File: src/rtl/hilo_muldiv_unit_pkg.sv
// Shared definitions for the HI/LO multiply/divide unit: op codes, FSM states, default width.
package hilo_muldiv_unit_pkg;

    localparam int unsigned MD_WIDTH = 32;

    typedef enum logic [1:0] {
        MD_MULT  = 2'd0,
        MD_MULTU = 2'd1,
        MD_DIV   = 2'd2,
        MD_DIVU  = 2'd3
    } md_op_e;

    typedef enum logic [1:0] {
        MD_IDLE = 2'd0,
        MD_RUN  = 2'd1,
        MD_FIX  = 2'd2
    } md_state_e;

endpackage

File: src/rtl/hilo_muldiv_unit_if.sv
// EX-stage issue/result bundle between the pipeline (master) and the mul/div unit (slave).
interface hilo_muldiv_unit_if
    import hilo_muldiv_unit_pkg::*;
#(
    parameter int unsigned WIDTH = MD_WIDTH
);
    logic             start;
    md_op_e           op;
    logic [WIDTH-1:0] a;
    logic [WIDTH-1:0] b;
    logic             flush;
    logic             hi_we;
    logic             lo_we;
    logic [WIDTH-1:0] wdata;
    logic             busy;
    logic             done;
    logic [WIDTH-1:0] hi;
    logic [WIDTH-1:0] lo;

    modport master (
        output start, op, a, b, flush, hi_we, lo_we, wdata,
        input  busy, done, hi, lo
    );

    modport slave (
        input  start, op, a, b, flush, hi_we, lo_we, wdata,
        output busy, done, hi, lo
    );
endinterface

File: src/rtl/hilo_muldiv_unit_datapath.sv
// Iterative accumulator: LSB-first shift-add multiply and restoring shift-subtract divide.
// With FAST_MULT_EN defined, a multiply loads the full product at once.
module hilo_muldiv_unit_datapath #(
    parameter int unsigned WIDTH = 32
) (
    input  logic               clk,
    input  logic               reset,
    input  logic               load,
    input  logic               step,
    input  logic               is_div,
    input  logic [WIDTH-1:0]   a_mag,
    input  logic [WIDTH-1:0]   b_mag,
    output logic [2*WIDTH-1:0] prod,
    output logic [WIDTH-1:0]   quo,
    output logic [WIDTH-1:0]   rem
);
    logic [2*WIDTH:0] acc_q, acc_d;
    logic [WIDTH-1:0] opnd_q, opnd_d;
    logic [WIDTH:0]   mul_sum;
    logic [WIDTH+1:0] div_diff;

`ifdef FAST_MULT_EN
    logic [2*WIDTH-1:0] fast_prod;
    assign fast_prod = {{WIDTH{1'b0}}, a_mag} * {{WIDTH{1'b0}}, b_mag};
`endif

    always_comb begin
        acc_d    = acc_q;
        opnd_d   = opnd_q;
        mul_sum  = acc_q[2*WIDTH:WIDTH] + {1'b0, opnd_q};
        // Trial subtract of the divisor from {partial remainder, next dividend bit}
        div_diff = {1'b0, acc_q[2*WIDTH-1:WIDTH-1]} - {2'b00, opnd_q};
        if (load) begin
            opnd_d = is_div ? b_mag : a_mag;
            acc_d  = {{(WIDTH+1){1'b0}}, (is_div ? a_mag : b_mag)};
`ifdef FAST_MULT_EN
            if (!is_div) acc_d = {1'b0, fast_prod};
`endif
        end else if (step) begin
            if (is_div) begin
                if (!div_diff[WIDTH+1])
                    acc_d = {1'b0, div_diff[WIDTH-1:0], acc_q[WIDTH-2:0], 1'b1};
                else
                    acc_d = {1'b0, acc_q[2*WIDTH-2:WIDTH-1], acc_q[WIDTH-2:0], 1'b0};
            end else if (acc_q[0]) begin
                acc_d = {1'b0, mul_sum, acc_q[WIDTH-1:1]};
            end else begin
                acc_d = {2'b00, acc_q[2*WIDTH-1:WIDTH], acc_q[WIDTH-1:1]};
            end
        end
    end

    always_ff @(posedge clk) begin
        if (reset) begin
            acc_q  <= '0;
            opnd_q <= '0;
        end else begin
            acc_q  <= acc_d;
            opnd_q <= opnd_d;
        end
    end

    assign prod = acc_q[2*WIDTH-1:0];
    assign quo  = acc_q[WIDTH-1:0];
    assign rem  = acc_q[2*WIDTH-1:WIDTH];
endmodule

File: src/rtl/hilo_muldiv_unit.sv
// EX-stage MULT/MULTU/DIV/DIVU unit owning HI/LO; FSM, sign fix-up and MTHI/MTLO writes.
// Optional FAST_MULT_EN: single-cycle multiply, RUN skipped for MULT/MULTU.
module hilo_muldiv_unit
    import hilo_muldiv_unit_pkg::*;
#(
    parameter int unsigned WIDTH = MD_WIDTH,
    parameter int unsigned ITERS = WIDTH
) (
    input  logic               clk,
    input  logic               reset,
    hilo_muldiv_unit_if.slave  bus
);
    localparam int unsigned CntW = $clog2(ITERS);

    md_state_e        state_q, state_d;
    logic [CntW-1:0]  cnt_q, cnt_d;
    logic [WIDTH-1:0] hi_q, lo_q;
    logic             done_q;
    logic             is_div_q, neg_q, rem_neg_q, bzero_q;
    logic             load, step, commit;
    logic             sa, sb;
    logic [WIDTH-1:0] a_mag, b_mag;
    logic [2*WIDTH-1:0] prod, prod_fix;
    logic [WIDTH-1:0] quo, rem;
    logic [WIDTH-1:0] res_hi, res_lo;

    assign sa    = !bus.op[0] && bus.a[WIDTH-1];
    assign sb    = !bus.op[0] && bus.b[WIDTH-1];
    assign a_mag = sa ? WIDTH'(0) - bus.a : bus.a;
    assign b_mag = sb ? WIDTH'(0) - bus.b : bus.b;

    hilo_muldiv_unit_datapath #(
        .WIDTH (WIDTH)
    ) u_datapath (
        .clk    (clk),
        .reset  (reset),
        .load   (load),
        .step   (step),
        .is_div (load ? bus.op[1] : is_div_q),
        .a_mag  (a_mag),
        .b_mag  (b_mag),
        .prod   (prod),
        .quo    (quo),
        .rem    (rem)
    );

    always_comb begin
        state_d = state_q;
        cnt_d   = cnt_q;
        load    = 1'b0;
        step    = 1'b0;
        commit  = 1'b0;
        unique case (state_q)
            MD_IDLE: begin
                if (bus.start && !bus.flush) begin
                    load    = 1'b1;
                    cnt_d   = '0;
                    state_d = MD_RUN;
`ifdef FAST_MULT_EN
                    if (!bus.op[1]) state_d = MD_FIX;
`endif
                end
            end
            MD_RUN: begin
                if (bus.flush) begin
                    state_d = MD_IDLE;
                end else begin
                    step  = 1'b1;
                    cnt_d = cnt_q + 1'b1;
                    if (cnt_q == CntW'(ITERS - 1)) state_d = MD_FIX;
                end
            end
            MD_FIX: begin
                state_d = MD_IDLE;
                commit  = !bus.flush;
            end
            default: state_d = MD_IDLE;
        endcase
    end

    // Remainder takes the dividend's sign, so a divide by zero returns the raw dividend in HI
    always_comb begin
        prod_fix = neg_q ? (2*WIDTH)'(0) - prod : prod;
        if (is_div_q) begin
            res_hi = rem_neg_q ? WIDTH'(0) - rem : rem;
            res_lo = bzero_q ? '1 : (neg_q ? WIDTH'(0) - quo : quo);
        end else begin
            res_hi = prod_fix[2*WIDTH-1:WIDTH];
            res_lo = prod_fix[WIDTH-1:0];
        end
    end

    always_ff @(posedge clk) begin
        if (reset) begin
            state_q   <= MD_IDLE;
            cnt_q     <= '0;
            hi_q      <= '0;
            lo_q      <= '0;
            done_q    <= 1'b0;
            is_div_q  <= 1'b0;
            neg_q     <= 1'b0;
            rem_neg_q <= 1'b0;
            bzero_q   <= 1'b0;
        end else begin
            state_q <= state_d;
            cnt_q   <= cnt_d;
            done_q  <= commit;
            if (load) begin
                is_div_q  <= bus.op[1];
                neg_q     <= sa ^ sb;
                rem_neg_q <= sa;
                bzero_q   <= (bus.b == '0);
            end
            if (commit) begin
                hi_q <= res_hi;
                lo_q <= res_lo;
            end else if (state_q == MD_IDLE) begin
                if (bus.hi_we) hi_q <= bus.wdata;
                if (bus.lo_we) lo_q <= bus.wdata;
            end
        end
    end

    assign bus.busy = (state_q != MD_IDLE);
    assign bus.done = done_q;
    assign bus.hi   = hi_q;
    assign bus.lo   = lo_q;
endmodule

File: src/flat_wrapper.sv
// flat-port wrapper written by rule: the top's interface ports become plain ports
module hilo_muldiv_unit_flat import hilo_muldiv_unit_pkg::*;
#(
    parameter int unsigned WIDTH = MD_WIDTH,
    parameter int unsigned ITERS = WIDTH
)
  (clk, reset, bus_start, bus_op, bus_a, bus_b, bus_flush, bus_hi_we, bus_lo_we, bus_wdata, bus_busy, bus_done, bus_hi, bus_lo);
  hilo_muldiv_unit_if #(.WIDTH(WIDTH)) bus_i ();
  input  logic clk;
  input  logic reset;
  input wire logic [$bits(bus_i.start)-1:0] bus_start;
  input wire logic [$bits(bus_i.op)-1:0] bus_op;
  input wire logic [$bits(bus_i.a)-1:0] bus_a;
  input wire logic [$bits(bus_i.b)-1:0] bus_b;
  input wire logic [$bits(bus_i.flush)-1:0] bus_flush;
  input wire logic [$bits(bus_i.hi_we)-1:0] bus_hi_we;
  input wire logic [$bits(bus_i.lo_we)-1:0] bus_lo_we;
  input wire logic [$bits(bus_i.wdata)-1:0] bus_wdata;
  output wire logic [$bits(bus_i.busy)-1:0] bus_busy;
  output wire logic [$bits(bus_i.done)-1:0] bus_done;
  output wire logic [$bits(bus_i.hi)-1:0] bus_hi;
  output wire logic [$bits(bus_i.lo)-1:0] bus_lo;
  assign bus_i.start = bus_start;
  assign bus_i.op = bus_op;
  assign bus_i.a = bus_a;
  assign bus_i.b = bus_b;
  assign bus_i.flush = bus_flush;
  assign bus_i.hi_we = bus_hi_we;
  assign bus_i.lo_we = bus_lo_we;
  assign bus_i.wdata = bus_wdata;
  assign bus_busy = bus_i.busy;
  assign bus_done = bus_i.done;
  assign bus_hi = bus_i.hi;
  assign bus_lo = bus_i.lo;
  hilo_muldiv_unit #(.WIDTH(WIDTH), .ITERS(ITERS)) u_core (.clk(clk), .reset(reset), .bus(bus_i));
endmodule
File: config.mk
export PLATFORM = sky130hd
export DESIGN_NAME = hilo_muldiv_unit_flat
export DESIGN_NICKNAME = d
export VERILOG_FILES = /design/src/rtl/hilo_muldiv_unit_pkg.sv /design/src/rtl/hilo_muldiv_unit_if.sv /design/src/rtl/hilo_muldiv_unit_datapath.sv /design/src/rtl/hilo_muldiv_unit.sv /design/src/flat_wrapper.sv
export SDC_FILE = /design/constraint.sdc
export NUM_CORES = 1
export LEC_CHECK = 0
export ABC_AREA = 1
export BUFFER_PORTS_ARGS = -buffer_cell sky130_fd_sc_hd__buf_2
export CAP_MARGIN = 15
export CORE_MARGIN = 2
export CORE_UTILIZATION = 35
export DETAILED_ROUTE_END_ITERATION = 8
export PLACE_DENSITY = 0.57
export SLEW_MARGIN = 20
export SYNTH_ARGS = -nofsm -noshare
export SYNTH_HDL_FRONTEND = slang
export SYNTH_SLANG_ARGS = --single-unit
File: constraint.sdc
create_clock -name clk -period 2.53 [get_ports clk]
set_input_delay 0.1265 -clock clk [delete_from_list [all_inputs] [get_ports clk]]
set_output_delay 0.1265 -clock clk [all_outputs]
set_load 0.02 [all_outputs]
==> impl_results.md, run 1 <==
* Largest net degree at the start of global routing at 63
* Part of the power in the clock network at 27.9%
* Cell mode on critical path: nand2_1
* Setup slack of the most critical reg-to-reg path at 0.08 ns
* Die extent in x at about 230 um
* Clock tree from TritonCTS: built
* Post-Synthesis Cells at 3341
* Effective utilization at floorplan at between 30% and 40%
* Worst setup EP type: flip-flop
* Power Internal at 5.80 mW
* Commonest cells after routing, fill and taps aside: nand2_1, inv_1, nand3_1
* Crit path arrival time at ~2.9 ns
* Clock insertion delay at the later pin of the skew report at 0.50 ns
* Mean post-synth cell area at 5.40 sq um
* DRC violations left at 0
* RePlAce Congestion at between 1 and 1.5
* Global-route wire length before repair at 128000 um
* Clock buffers created by TritonCTS at 17
* Fmax achieved at approximately 410 MHz
* Max-slew violation total from the final report at 0
* Routed WL at between 80000 and 90000 um
* Aggregate global routing overflow at 0
* Worst IR Drop VDD at about 0.00066 V
* Critical path class: reg -> reg
* Buffering stage count on the worst path with inverters included at 3
* Count of endpoints failing setup in the final report at 0
* Number of detailed-route iterations in the first pass at 5
* Distinct cell type count after synthesis at 44
* Kind of cell with the highest combined delay on the critical path: simple AND/OR/NAND/NOR gates
* Worst Tran Pin Value at approximately 0.73 ns
* Placeable core region at between 50000 and 60000 sq um
* Critical path data required time at approximately 2.9 ns
* Antenna violations before repair at 0
* Most common flop cell mapped by yosys: dfxtp_1
* Number of flops mapped to enable cells by yosys at 0
* Slowest library cell on the worst path: dfxtp_1
* Vias per Instance at 5.35
* Total number of vias at around 23000
* Number of maximum-capacitance violations at 0
* Vertical die dimension at ~230 um
* Detail Placement HPWL at 71100 um
* Layout cells sized above 1 at 12.8%
* Number of H-tree levels at 4
* Kind of path behind the tightest hold check: in -> reg
* Share of flip-flops with an asynchronous set or reset after synthesis at 0%
* Static leakage at ~11 nW
* Initial detailed-routing violation count at 2345
* Clk_skew at 0.0247 ns
* Max-slew headroom at roughly 51%
* Area growth from synthesis to final layout at 20.3%
* Net switching power at 4.75 mW
* Antenna diode instance count at 0
* Setup crit start: u_core.u_datapath.opnd_q[27]$_SDFFE_PP0P_
* Number of global-route vias before repair at 20654
* Setup Total Neg Slack at 0 ns
* Syn nets at between 3000 and 4000
* Die Outline Area at 53300 sq um
* Share of the clock period used by the worst path at a little over nine tenths
* Crit-path max cell delay at 0.43 ns
* CP max FO at 14
* Switching share of total power at 45.0%
* Nets at 3779
* All-layer global routing usage at 31.8%
* Maximum number of buffers from clock root to sink at 2
* Yosys top cell area share at between 20% and 30%
* Clock sinks at 172
* Remaining number of nets flagged by the antenna check after routing at 0
* Most common library cell in the layout ignoring fill and taps: nand2_1
* Proportion of power drawn by flip-flops and latches at 29.1%
* Minimum clock period after layout at between 2 and 2.5 ns
* Count of warnings emitted by yosys at 0
* Wirelength per Cell at 20.2 um
* Ratio of total power to cell area at between 400 and 500 nW/um^2
* Cell row count at just over 80
* Hold Slack at between 0.02 and 0.03 ns
* Worst R2R Start: u_core.u_datapath.opnd_q[27]$_SDFFE_PP0P_
* Cell chain of the critical path: inv_1 > ha_1 > nand2_1 > nor2_2 > nand2_1 > nor3_4 > buf_4 > a21oi_4 > buf_6 > nand2_1 > nand3_1 > a21oi_1
* Library cell with the largest summed area after synthesis: nand2_1
* Count of state elements after synthesis at 172
* Final count of hold timing violations at 0
* Worst hold path startpoint: bus_wdata[17]
* Area of the mapped netlist at between 15000 and 20000 sq um
* Top cells by area in the synthesized netlist: nand2_1, dfxtp_1, inv_1
* Startpoint Class: flip-flop
* Clock edge transition at the registers on the reported setup and hold paths at 0.09 ns
* Root buffer cell: clkbuf_16
* Core utilization of the finished layout at 42.4%
* Port bufs at roughly 170
* Run status: finished clean
* Share of the yosys chip area belonging to registers at 19.1%
* # IOs at 170
* Logic gate share of total power at 43.0%
-- synthesized netlist by cell type (6+ instances only) --
library cell	count
a21oi_1	262
a31oi_1	20
and2_1	9
buf_1	11
buf_2	23
clkbuf_1	78
clkinv_1	6
dfxtp_1	172
ha_1	70
inv_1	467
inv_2	8
nand2_1	1032
nand2_2	6
nand3_1	339
nand3b_1	7
nand4_1	27
nor2_1	345
nor2_2	10
nor3_1	33
o211ai_1	26
o21ai_0	242
o21ai_1	20
o22ai_1	11
or2_2	8
xnor2_1	22
xor2_1	50
-- metal layers --
layer / routed length, um / global-route usage, % / vias to the layer above
met5: 0 / 0 / -
met4: 3500 / 12.9 / 0
met3: 7310 / 3.83 / 155
met2: 36800 / 48.4 / 1094
met1: 39200 / 45.3 / 10500
li1: - / - / 11253
-- tightest hold or removal path: stages --
cell,delay (ns)
buf_2,0.10
nand2_1,0.07
o21ai_0,0.09
inv_1,0.05
a21oi_1,0.05
-- cell type report --
cell class / count / area, sq um
clock inverters: 15 / 215
repair buffers: 360 / 2480
well taps: 680 / 851
inverters: 481 / 1810
clock buffers: 17 / 425
flip-flops and latches: 172 / 3460
fillers: 5802 / 29400
multi-input cells: 2571 / 12400
-- state kept, by name, indices dropped and copies added (netlist names), 2 cells and up --
name,cells
u_core.bus.hi,32
u_core.cnt_q,5
u_core.state_q,2
u_core.u_datapath.acc_q,64
u_core.u_datapath.opnd_q,32
u_core.bus.lo,32
-- cell families after synthesis --
kind of cell               count (synthesis)  synth area share [%]
and+or+nand+nor                         1826                  41.9
AOI/OAI and AO/OA                        600                  17.6
buffers and inverters                    599                  12.8
DFF                                      172                  19.1
xor gates and xnor gates                  72                  3.50
adders and majority gates                 72                  5.08
-- per-stage QoR --
stage               total power, mW  area (sq um)  cells  setup WS (ns)
floorplan                      5.77         18000   3341          0.416
global placement               7.40         20600   4241         0.0441
detailed placement             7.39         20600   4241      -0.000502
CTS                            10.4         21500   4292         0.0472
global route                   11.1         21700   4296        -0.0360
finish                         10.5         21700   4296         0.0814
-- final timing paths --
| check | cells past startpoint | end |
|---|---|---|
| worst max-delay path | 12 | u_core.u_datapath.acc_q[43]$_SDFFE_PP0P_ |
| worst min-delay path | 5 | u_core.bus.hi[17]$_SDFFE_PP0P_ |
| worst max register to register | 12 | u_core.u_datapath.acc_q[43]$_SDFFE_PP0P_ |
| worst min register to register | 2 | u_core.bus.lo[0]$_SDFFE_PP0P_ |
-- timing repair --
| item | 4_1_cts | 5_1_grt |
|---|---|---|
| endpoints found under the setup margin | 1 | 32 |
| pin swaps | 0 | 5 |
| setup buffers | 0 | 3 |
| resized for setup | 1 | 53 |
| hold buffers | 19 | 0 |
| gates cloned | 0 | 1 |
| endpoints found under the hold margin | 27 | 0 |
-- power by group through the flow --
stage / registers, mW / logic, mW / clock network (mW)
finish: 3.07 / 4.53 / 2.94
global route: 3.08 / 4.94 / 3.09
CTS: 3.05 / 4.32 / 2.99
detailed placement: 3.12 / 4.27 / 0
global placement: 3.12 / 4.29 / 0
floorplan: 3.12 / 2.65 / 0
Note: power is estimated with default switching activity, not from simulation.
==> run 2: changes to the inputs <==
- BUFFER_PORTS_ARGS: -buffer_cell sky130_fd_sc_hd__buf_2 -> default
- DONT_BUFFER_PORTS: default -> 1
- GPL_ROUTABILITY_DRIVEN: default -> 0
- PLACE_DENSITY: 0.57 -> 0.52
==> run 2 against run 1 <==
Clock skew is 0.014 ns lower. Total power is 2.0% lower. Largest power group unchanged. Final cell count is 4.1% lower. Final area is 4.1% lower. Critical path type unchanged. Combinational power is 6.2% lower. First-iteration DRC count is 2.6% lower. Via count is 4.1% lower. Sequential cell count stayed put. Maximum frequency is 0.89% higher. Hold slack worse by 0.0033 ns. Worst setup slack better by 0.021 ns.
==> impl_results.md, run 2 (synthesis results as in run 1) <==
* Run status: finished clean
* Largest net degree at the start of global routing at 53 (-16%)
* Root buffer cell: clkbuf_16
* Area of the multi-input gates at 12400 sq um (about the same)
* Global-route wire length before repair at 126000 um (-2.0%)
* Effective utilization at floorplan at 35.3% (unchanged)
* Vertical die dimension at 231 um (unchanged)
* Most common library cell in the layout ignoring fill and taps: nand2_1
* Met2 WL post-DR at 36300 um (-1.4%)
* Cell mode on critical path: nor2_1
* Aggregate global routing overflow at 0 (unchanged)
* Hold Slack at 0.0267 ns (-0.00326 ns)
* Routed WL at 84900 um (-2.2%)
* Nets at 3602 (-4.7%)
* Clock edge transition at the registers on the reported setup and hold paths at 0.08 ns (about the same)
* Total cell area at the placement stage at 19500 sq um (-5.7%)
* Number of maximum-capacitance violations at 0 (unchanged)
* Max-slew headroom at 45.6% (-5.0 points)
* Crit path arrival time at 2.83 ns (-0.03 ns)
* Detail Placement HPWL at 68800 um (-3.2%)
* Critical path data required time at 2.94 ns (about the same)
* Crit-path max cell delay at 0.43 ns (about the same)
* # IOs at 170 (unchanged)
* Final standard cell area without fillers at 20800 sq um (-4.1%)
* Placeable core region at 51100 sq um (unchanged)
* Number of detailed-route iterations in the first pass at 6 (+1)
* Ratio of total power to cell area at 497 nW/um^2 (+2.1%)
* Clock sinks at 172 (unchanged)
* Top sig layer: met5
* Setup slack of the most critical reg-to-reg path at 0.10 ns (+0.02 ns)
* Initial detailed-routing violation count at 2285 (-2.6%)
* Slowest library cell on the worst path: dfxtp_1
* Final count of hold timing violations at 0 (unchanged)
* CP max FO at 5 (-9)
* Flip-flop count of the largest register after layout at 64 (unchanged)
* Die extent in x at 231 um (unchanged)
* Antenna violations before repair at 1 (+1)
* Setup Total Neg Slack at 0 ns (unchanged)
* Met1 layer wirelength in the final routing at 37200 um (-5.1%)
* Wirelength per Cell at 20.6 um (+2.0%)
* Number of global-route vias before repair at 20323 (-1.6%)
* Area growth from synthesis to final layout at 15.4%
* DRC violations left at 0 (unchanged)
* Critical path class: reg -> reg
* Max-slew violation total from the final report at 0 (unchanged)
* Maximum number of buffers from clock root to sink at 2 (unchanged)
* Wire length on met3 at 8060 um (+10%)
* Die Outline Area at 53300 sq um (unchanged)
* Total power of the final layout at 10.3 mW (-2.0%)
* Register cell area after layout at 3450 sq um (-0.18%)
* Worst setup EP type: flip-flop
* Layout cells sized above 1 at 7.15% (-5.7 points)
* Clk_skew at 0.0109 ns (-0.0139 ns)
* Static leakage at 10.3 nW (-7.3%)
* Clock tree from TritonCTS: built
* Unrepaired setup endpoints after global routing: yes
* Clock insertion delay at the later pin of the skew report at 0.51 ns (about the same)
* All-layer global routing usage at 31.2% (-0.62 points)
* Fmax achieved at 412 MHz (+0.89%)
* Port bufs at 0 (-100%)
* Count of endpoints failing setup in the final report at 0 (unchanged)
* Cell chain of the critical path: inv_1 > ha_2 > nand2_1 > inv_1 > nand2_2 > nor3_1 > and2_1 > nand2_1 > nand3_1 > nand2_1 > nor2_1 > nor2_1 > nor2_1 > nor2_1
* Vias per Instance at 5.36 (about the same)
* Commonest cells after routing, fill and taps aside: nand2_1, inv_1, nor2_1
* Clock buffers created by TritonCTS at 17 (unchanged)
* Cell row count at 83 (unchanged)
* R2r worst-path depth at 14 (+2)
* Worst IR Drop VDD at 0.000538 V (-19%)
* Register with the highest flop count: u_core.u_datapath.acc_q
* Number of cells on the worst hold path at 4 (-1)
* Number of H-tree levels at 4 (unchanged)
* Antenna diode instance count at 0 (unchanged)
* Kind of path behind the tightest hold check: in -> reg
* Layout fillers at 5831 (+0.50%)
* Startpoint Class: flip-flop
* Worst Tran Pin Value at 0.814 ns (+0.0812 ns)
* Share of the clock period used by the worst path at 95.9% (-0.85 points)
* Remaining number of nets flagged by the antenna check after routing at 0 (unchanged)
* Placed Cells incl. Taps at 4033 (-4.9%)
* Post-Layout Cell Count at 4119 (-4.1%)
* Total number of vias at 22065 (-4.1%)
* Minimum clock period after layout at 2.43 ns (-0.0215 ns)
[run 2: cell count changes in the layout (fill, tap and decap cells not counted), moves of 4 or more]
cell and delta:
dfxtp_2 -5, nor2_2 -5, dlygate4sd3_1 +33, dfxtp_1 +5, buf_2 -169, clkinv_8 -6, nor2_1 +4, buf_4 -38
[run 2: repair_timing]
item | 4_1_cts | 5_1_grt
buffers inserted | 0 | 1
pin swaps | 0 | 1
gates resized for setup | 2 | 48
hold buffers | 53 | 0
endpoints found under the hold margin | 85 | 0
setup endpoints to repair | 17 | 39
[run 2: area by class of cell]
cell class	count	area share (%)
Clock buffer	18	2.11
Clock inverter	14	0.830
Inverter	481	8.69
Multi-Input combinational cell	2570	59.8
Sequential cell	172	16.6
Tap cell	680	4.09
Timing Repair Buffer	184	7.86
[run 2: stage by stage]
step / setup WS, ns / util [%]
3_3_place_gp: -0.142 / 38.1
3_5_place_dp: -0.0941 / 38.1
5_1_grt: -0.0120 / 40.7
2_1_floorplan: 0.416 / -
4_1_cts: 0.0306 / 40.3
6_report: 0.103 / 40.7
[run 2: worst paths after layout]
check,from,endpoint
max reg2reg,u_core.u_datapath.opnd_q[24]$_SDFFE_PP0P_,u_core.u_datapath.acc_q[61]$_SDFFE_PP0P_
min,bus_b[25],u_core.u_datapath.acc_q[25]$_SDFFE_PP0P_
max,u_core.u_datapath.opnd_q[24]$_SDFFE_PP0P_,u_core.u_datapath.acc_q[61]$_SDFFE_PP0P_
min reg2reg,u_core.cnt_q[1]$_SDFFE_PP0P_,u_core.cnt_q[1]$_SDFFE_PP0P_
[run 2: metal layers]
layer / vias to the layer above / track usage [%]
li1: 10872 / -
met1: 9991 / 42.8
met2: 1050 / 47.4
met3: 150 / 6.69
met4: 2 / 12.4
met5: - / 0
[run 2: where the power goes]
part           total, mW  switching [mW]  leakage (nW)  internal (mW)
Sequential          3.16           0.284          1.41           2.87
Clock               2.92            1.39         0.301           1.52
Combinational       4.25            2.85          8.58           1.41
[run 2: worst max-delay path, delay by kind of cell, from the launching register on]
kind          cells  cell delay, ns
fa+ha+maj         1            0.38
flops             1            0.43
buf+inv           2            0.18
simple gates     11            1.34
